$ cat src/rtl/mem_stage_pkg.sv
// rtl/mem_stage_pkg.sv - shared widths, width-field and state encodings for mem_stage
package mem_stage_pkg;

  localparam int REG_LEN        = 32;
  localparam int REG_ADDR_LEN   = 5;
  localparam int ADDR_LEN       = 32;
  localparam int PIPELINE_DEPTH = 6;

  // stall vector bit that holds the mem_wb latch, and its asserted level
  localparam int   STALL_MEM_WB_BIT = 4;
  localparam logic STALL_ENABLE     = 1'b1;

  // mem_width field layout: [3]=store, [2]=unsigned load, [1:0]=access size
  localparam int WIDTH_STORE_BIT    = 3;
  localparam int WIDTH_UNSIGNED_BIT = 2;

  localparam logic [1:0] SIZE_NONE = 2'b00;
  localparam logic [1:0] SIZE_BYTE = 2'b01;
  localparam logic [1:0] SIZE_HALF = 2'b10;
  localparam logic [1:0] SIZE_WORD = 2'b11;

  typedef enum logic [1:0] {
    ST_IDLE   = 2'd0,
    ST_ACCESS = 2'd1,
    ST_DONE   = 2'd2
  } state_t;

  // index of the final byte of an access of the given size
  function automatic logic [1:0] last_byte_idx(input logic [1:0] size);
    case (size)
      SIZE_HALF: return 2'd1;
      SIZE_WORD: return 2'd3;
      default:   return 2'd0;
    endcase
  endfunction

  // sign- or zero-extend the assembled load bytes to register width
  function automatic logic [REG_LEN-1:0] load_extend(input logic [REG_LEN-1:0] raw,
                                                     input logic [1:0]         size,
                                                     input logic               uns);
    case (size)
      SIZE_BYTE: return uns ? {24'b0, raw[7:0]}  : {{24{raw[7]}}, raw[7:0]};
      SIZE_HALF: return uns ? {16'b0, raw[15:0]} : {{16{raw[15]}}, raw[15:0]};
      default:   return raw;
    endcase
  endfunction

endpackage

$ cat src/rtl/mem_stage.sv
// rtl/mem_stage.sv - pipeline memory stage issuing byte-serial loads and stores
module mem_stage
  import mem_stage_pkg::*;
(
  input  logic                      clk,
  input  logic                      rst,
  input  logic [PIPELINE_DEPTH-1:0] stall,
  input  logic [REG_LEN-1:0]        mem_rd_data,
  input  logic [REG_ADDR_LEN-1:0]   mem_rd_addr,
  input  logic [ADDR_LEN-1:0]       mem_mem_addr,
  input  logic                      mem_rd_enable,
  input  logic [3:0]                mem_width,
  output logic [REG_LEN-1:0]        wb_rd_data,
  output logic [REG_ADDR_LEN-1:0]   wb_rd_addr,
  output logic                      wb_rd_enable,
  output logic                      stallreq_mem,
  output logic                      ram_req,
  output logic                      ram_we,
  output logic [ADDR_LEN-1:0]       ram_addr,
  output logic [7:0]                ram_wdata,
  input  logic [7:0]                ram_rdata,
  input  logic                      ram_ready
);

  state_t             state;
  logic [1:0]         cnt;
  logic [REG_LEN-1:0] acc;

  logic [1:0] size;
  logic       is_store;
  logic       is_unsigned;
  logic       has_access;
  logic       unused_stall;

  assign size        = mem_width[1:0];
  assign is_store    = mem_width[WIDTH_STORE_BIT];
  assign is_unsigned = mem_width[WIDTH_UNSIGNED_BIT];
  assign has_access  = (size != SIZE_NONE);

  // only the mem_wb hold bit matters here
  assign unused_stall = ^stall;

  // sequence IDLE -> ACCESS (one byte per ram_ready) -> DONE, holding DONE while mem_wb is stalled
  always_ff @(posedge clk) begin
    if (rst) begin
      state <= ST_IDLE;
      cnt   <= 2'd0;
      acc   <= '0;
    end else begin
      case (state)
        ST_IDLE: begin
          if (has_access) begin
            cnt   <= 2'd0;
            acc   <= '0;
            state <= ST_ACCESS;
          end
        end
        ST_ACCESS: begin
          if (ram_ready) begin
            if (!is_store) begin
              acc[{cnt, 3'b000} +: 8] <= ram_rdata;
            end
            if (cnt == last_byte_idx(size)) begin
              state <= ST_DONE;
            end else begin
              cnt <= cnt + 2'd1;
            end
          end
        end
        ST_DONE: begin
          if (stall[STALL_MEM_WB_BIT] != STALL_ENABLE) begin
            state <= ST_IDLE;
          end
        end
        default: state <= ST_IDLE;
      endcase
    end
  end

  // outputs decode from the registered state; the ram port is a pure function of state/cnt
  // so it cannot move while a byte is waiting on ram_ready
  always_comb begin
    wb_rd_data   = '0;
    wb_rd_addr   = '0;
    wb_rd_enable = 1'b0;
    stallreq_mem = 1'b0;
    ram_req      = 1'b0;
    ram_we       = 1'b0;
    ram_addr     = '0;
    ram_wdata    = 8'd0;
    if (!rst) begin
      case (state)
        ST_IDLE: begin
          if (has_access) begin
            stallreq_mem = 1'b1;
          end else begin
            wb_rd_data   = mem_rd_data;
            wb_rd_addr   = mem_rd_addr;
            wb_rd_enable = mem_rd_enable;
          end
        end
        ST_ACCESS: begin
          stallreq_mem = 1'b1;
          ram_req      = 1'b1;
          ram_we       = is_store;
          ram_addr     = mem_mem_addr + ADDR_LEN'(cnt);
          ram_wdata    = mem_rd_data[{cnt, 3'b000} +: 8];
        end
        ST_DONE: begin
          wb_rd_addr   = mem_rd_addr;
          wb_rd_enable = is_store ? 1'b0 : mem_rd_enable;
          wb_rd_data   = is_store ? '0 : load_extend(acc, size, is_unsigned);
        end
        default: ;
      endcase
    end
  end

endmodule

$ cat config.mk
export PLATFORM = sky130hd
export DESIGN_NAME = mem_stage
export DESIGN_NICKNAME = d
export VERILOG_FILES = /design/src/rtl/mem_stage_pkg.sv /design/src/rtl/mem_stage.sv
export SDC_FILE = /design/constraint.sdc
export NUM_CORES = 1
export LEC_CHECK = 0
export BUFFER_PORTS_ARGS = -buffer_cell sky130_fd_sc_hd__buf_2
export CAP_MARGIN = 20
export CORE_ASPECT_RATIO = 1.2
export CORE_MARGIN = 2
export CORE_UTILIZATION = 30
export CTS_CLUSTER_DIAMETER = 60
export CTS_CLUSTER_SIZE = 28
export DETAILED_ROUTE_END_ITERATION = 6
export GPL_TIMING_DRIVEN = 1
export HOLD_SLACK_MARGIN = 0.15
export PLACE_DENSITY = 0.69
export SLEW_MARGIN = 20
export SYNTH_ARGS = -nofsm -noshare
export SYNTH_HDL_FRONTEND = slang
export SYNTH_SLANG_ARGS = --single-unit
export TNS_END_PERCENT = 100
$ cat constraint.sdc
create_clock -name clk -period 6.25 [get_ports clk]
set_clock_uncertainty 0.05 [all_clocks]
set_input_delay 0.625 -clock clk [delete_from_list [all_inputs] [get_ports clk]]
set_output_delay 0.625 -clock clk [all_outputs]
set_load 0.01 [all_outputs]
Word-level counts from Yosys, hierarchy flattened

Index checks and enable logic that the tools add are counted.

Word-level logic and storage cells: 70
Bits in writable memories: 0
Register bits: 36
Output and inout bits: 81
Latch bits: 0
Bits in read-only memories: 0
Memories: 0
Bits of input ports: 91

$add $sub $neg: 3
Muxes and demuxes: 43
Reductions and logical operators: 6
Order comparisons: 0
Divide/modulo/power cells: 0
Bitwise operators: 0
Shift-type cells: 3
Multipliers: 0
Eq/ne operators: 12

Operators by type and width:

| operator                 | count |
|---|---|
| $mux W32                 | 10 |
| $pmux W32 S2             | 3 |
| $add A32 B2 Y32          | 1 |
| $bwmux W32               | 1 |
| $shift A8 B7 Y32 const A | 1 |
| $shiftx A32 B6 Y8        | 1 |
| $shiftx A8 B7 Y32        | 1 |
| $mux W2                  | 10 |
| $mux W8                  | 2 |
| $ne A2 B2 Y1 const B     | 6 |
| $reduce_and A4 Y1        | 3 |
| $mux W5                  | 2 |
| $pmux W5 S2              | 1 |
| $mux W1                  | 9 |
| $pmux W2 S2              | 2 |
| $neg A5 Y7               | 1 |
| $eq A2 B2 Y1 const B     | 3 |
| $pmux W2 S3              | 1 |
| $eq A2 B1 Y1 const B     | 2 |
| $pmux W1 S2              | 2 |
| $reduce_bool A2 Y1       | 2 |
| $add A2 B1 Y2 const B    | 1 |
| $eq A2 B2 Y1             | 1 |
| $logic_not A2 Y1         | 1 |

Longest topological paths before layout

Depth in word-level cells: 9
Gate-level depth with buffers: 8
Depth with buffers taken out: 6

Worst setup path before layout

Ideal clock, no wire load.

Path type: input-to-output
From: input mem_mem_addr[0]
To: output ram_addr[22]
Data arrival time: 2.511 ns
Data required time: 5.575 ns
Path slack: 3.064 ns
Stages: 7
Cell sequence: ha_1 > fa_1 > nand4_2 > or4_1 > buf_2 > or4_1 > a21oi_1

Cells in the longest elaborated chain, start to end: 3

Ends and longest elaborated chain:

| element         | RTL line         | source |
|---|---|---|
| from (decl)     | mem_stage.sv:10  | `input logic [ADDR_LEN-1:0] mem_mem_addr,` |
| $add A32 B2 Y32 | mem_stage.sv:106 | `ram_addr = mem_mem_addr + ADDR_LEN'(cnt);` |
| $mux W32        | mem_stage.sv:92  | `case (state)` |
| $mux W32        | mem_stage.sv:91  | `if (!rst) begin` |
| to (decl)       | mem_stage.sv:19  | `output logic [ADDR_LEN-1:0] ram_addr,` |

No other way between the ends.

Worst setup path in the final report

From: register cnt[0]
To: output ram_addr[22]

Cells in the longest elaborated chain, start to end: 3

Ends and longest elaborated chain:

| element                | RTL line         | source |
|---|---|---|
| from (decl)            | mem_stage.sv:26  | `logic [1:0] cnt;` |
| from (signal assigned) | mem_stage.sv:66  | `cnt <= cnt + 2'd1;` |
| $add A32 B2 Y32        | mem_stage.sv:106 |  |
| $mux W32               | mem_stage.sv:92  |  |
| $mux W32               | mem_stage.sv:91  |  |

No other way between the ends.

==> impl_metrics.tcl <==
set metrics [dict create \
    gp_congestion 0.886 \
    finalSetupTns_ns 0 \
    synthTopCellsByArea "dfxtp_1, a21oi_1, nand2_1, nand3_1, mux4_2" \
    synth_ff_type "dfxtp_1" \
    period_needed_ns 4.25 \
    cts.htree.levels 2 \
    grt_pass1_wl_um 19000 \
    crit_type "flop to output port" \
    synth_most_common_cell "a21oi_1" \
    hold_path.class "flop to flop" \
    drc 0 \
    drt_wl_total_um 12200 \
    cts_tree "yes" \
    crit_path_end_kind "output port" \
    post-dp-hpwl_um 9410 \
    cts_buffers 5 \
    clkSinkCount 36 \
    max_cap_violations 0 \
    antenna_found_initial 0 \
    ir_drop_v 0.000140 \
    max_slew_margin_pct 34.0 \
    num_io_pins 172 \
    multi_input_area_um2 2450 \
    grt_use_total_pct 19.5 \
    drt_iter0_drc 247 \
    cts.clk_slew.worst_paths_ns 0.06 \
    routed_via_density 5.61 \
    rsz0062_at_grt "no" \
    fin_area_um2 4360 \
    num_vias 4192 \
    power_density_nw_per_um2 155 \
    start_util_pct 30.5 \
    grt_pass1_vias 3799 \
    first_pass_iters 5 \
    drive_above_1_share_pct 30.9 \
    syn_nets 582 \
    cts_resized 0 \
    fin_util_pct 39.7 \
    synth_area_per_cell_um2 6.98 \
    r2r_setup_slack_ns 3.33 \
    final-setup-viol-count 0 \
    port_buffers 166 \
    gr-total-overflow 0 \
    fill_cells 1144 \
    critPathArrivalTime_ns 3.58 \
    clk_latency_ns 0.28 \
    async_flop_share_pct 0 \
    syn_area_um2 3350 \
    period_share_pct 68.0 \
    synth_edf_count 0 \
    required_ns 5.57 \
    area_growth_pct 30.1 \
    slew_viol_final 0 \
    whs_ns 0.400 \
    max_freq_ghz 0.235 \
    grt_max_degree 39 \
    dp_cells 739 \
    core-area_um2 11000 \
    die_area_um2 12000 \
    synth_cells 480 \
    die_w_um 100 \
    status "complete, no violations" \
    worst_setup_path_start_kind "flop" \
    synth-seq-area-share_pct 21.5 \
    final_cells 747 \
    antenna_cells 0 \
    yosys_register_bits 36 \
    synth_top_area_cell "dfxtp_1" \
    seq_area_um2 721 \
    place_area_um2 4210 \
    fin_nets 716 \
    holdBufCountCts 0 \
    ys_warn_count 0 \
    rows 42 \
    synth_common_cells "a21oi_1, nand2_1, nand3_1, dfxtp_1, clkbuf_1" \
    ys_types 43 \
    cts_buffer_depth 2 \
    hold_viol_final 0 \
    crit_fanout 19 \
    fp.dieH_um 120 \
    wl_per_cell_um 16.4 \
    p_leak_nw 1.86 \
    final_antenna_net_count 0 \
    synth.top_cell.area_share_pct 21.5 \
    postCtsSetupBuffers 0 \
    worst_slew_pin_slew_ns 0.988 \
    clockRootBuffer "clkbuf_16" \
]
==> state kept, by name (all words and copies together) (netlist names) <==
signal and count:
acc 32, cnt 2, state 2
==> worst max-delay path: stages (launching register included) <==
cell and delay, ns:
dfxtp_1 0.95, ha_1 0.33, fa_1 0.27, nand4_2 0.16, or4_1 0.73, or4_1 0.52
a21oi_1 0.15, buf_2 0.17
==> layout make-up <==
type	instances	share of cell area (%)
Clock buffer	5	2.87
Inverter	9	0.775
Timing Repair Buffer	168	19.4
Multi-Input combinational cell	394	56.2
Sequential cell	36	16.5
Tap cell	132	3.79
Clock inverter	3	0.431
==> metal layers <==
metal	up-vias	GRT usage (%)	wire, um
met5	-	0	0
met4	0	6.42	243
met3	20	2.74	832
met2	186	35.2	6220
met1	1957	23.5	4920
li1	2029	-	-
==> final timing paths <==
path,from,to,depth (start not counted)
setup / recovery,cnt[0],ram_addr[22],7
hold / removal,acc[22],acc[22],2
setup reg to reg,cnt[0],acc[31],6
hold reg to reg,acc[22],acc[22],2
==> placed cells by master (no fill, tap or decap), drive strengths merged, types with 2 or more instances in the layout <==
cell,n
and2,17
nand3,44
buf,168
and3,6
nand2b,2
ha,10
xor2,2
nor4,2
inv,9
dfxtp,36
nor3,3
nand4,4
clkbuf,5
or4,16
nor2,29
a21oi,76
nand2,63
clkinv,3
or2,2
nand4b,4
mux4,8
or3,11
nor3b,4
xnor2,7
a22oi,17
o211ai,17
nor2b,3
o21ai,9
o31ai,13
o21a,3
a21o,12
==> power by group <==
group	internal (W)	switching [W]
sequential	0.000233	0.00000839
clock	0.000147	0.000101
combinational	0.0000690	0.000117
==> cell families (layout without fill, tap and decap cells) <==
logic type	count (synthesis)	after routing	share of synthesized area, %
AND/OR/NAND/NOR	215	215	33.2
AO/OA/AOI/OAI	151	151	27.5
buffers and inverters	50	185	5.71
flip-flops	36	36	21.5
adder cells (fa/ha/maj)	11	11	4.33
XOR/XNOR	9	9	2.35
multiplexers	8	8	5.38
==> metrics by stage <==
| stage | setup WS, ns | power [W] |
|---|---|---|
| 6_report | 2.00 | 0.000675 |
| 5_1_grt | 1.72 | 0.000709 |
| 4_1_cts | 1.96 | 0.000678 |
| 3_5_place_dp | 2.29 | 0.000431 |
| 3_3_place_gp | 2.32 | 0.000427 |
| 2_1_floorplan | 3.06 | 0.000346 |
No activity file was read; power rests on OpenSTA's default activity.
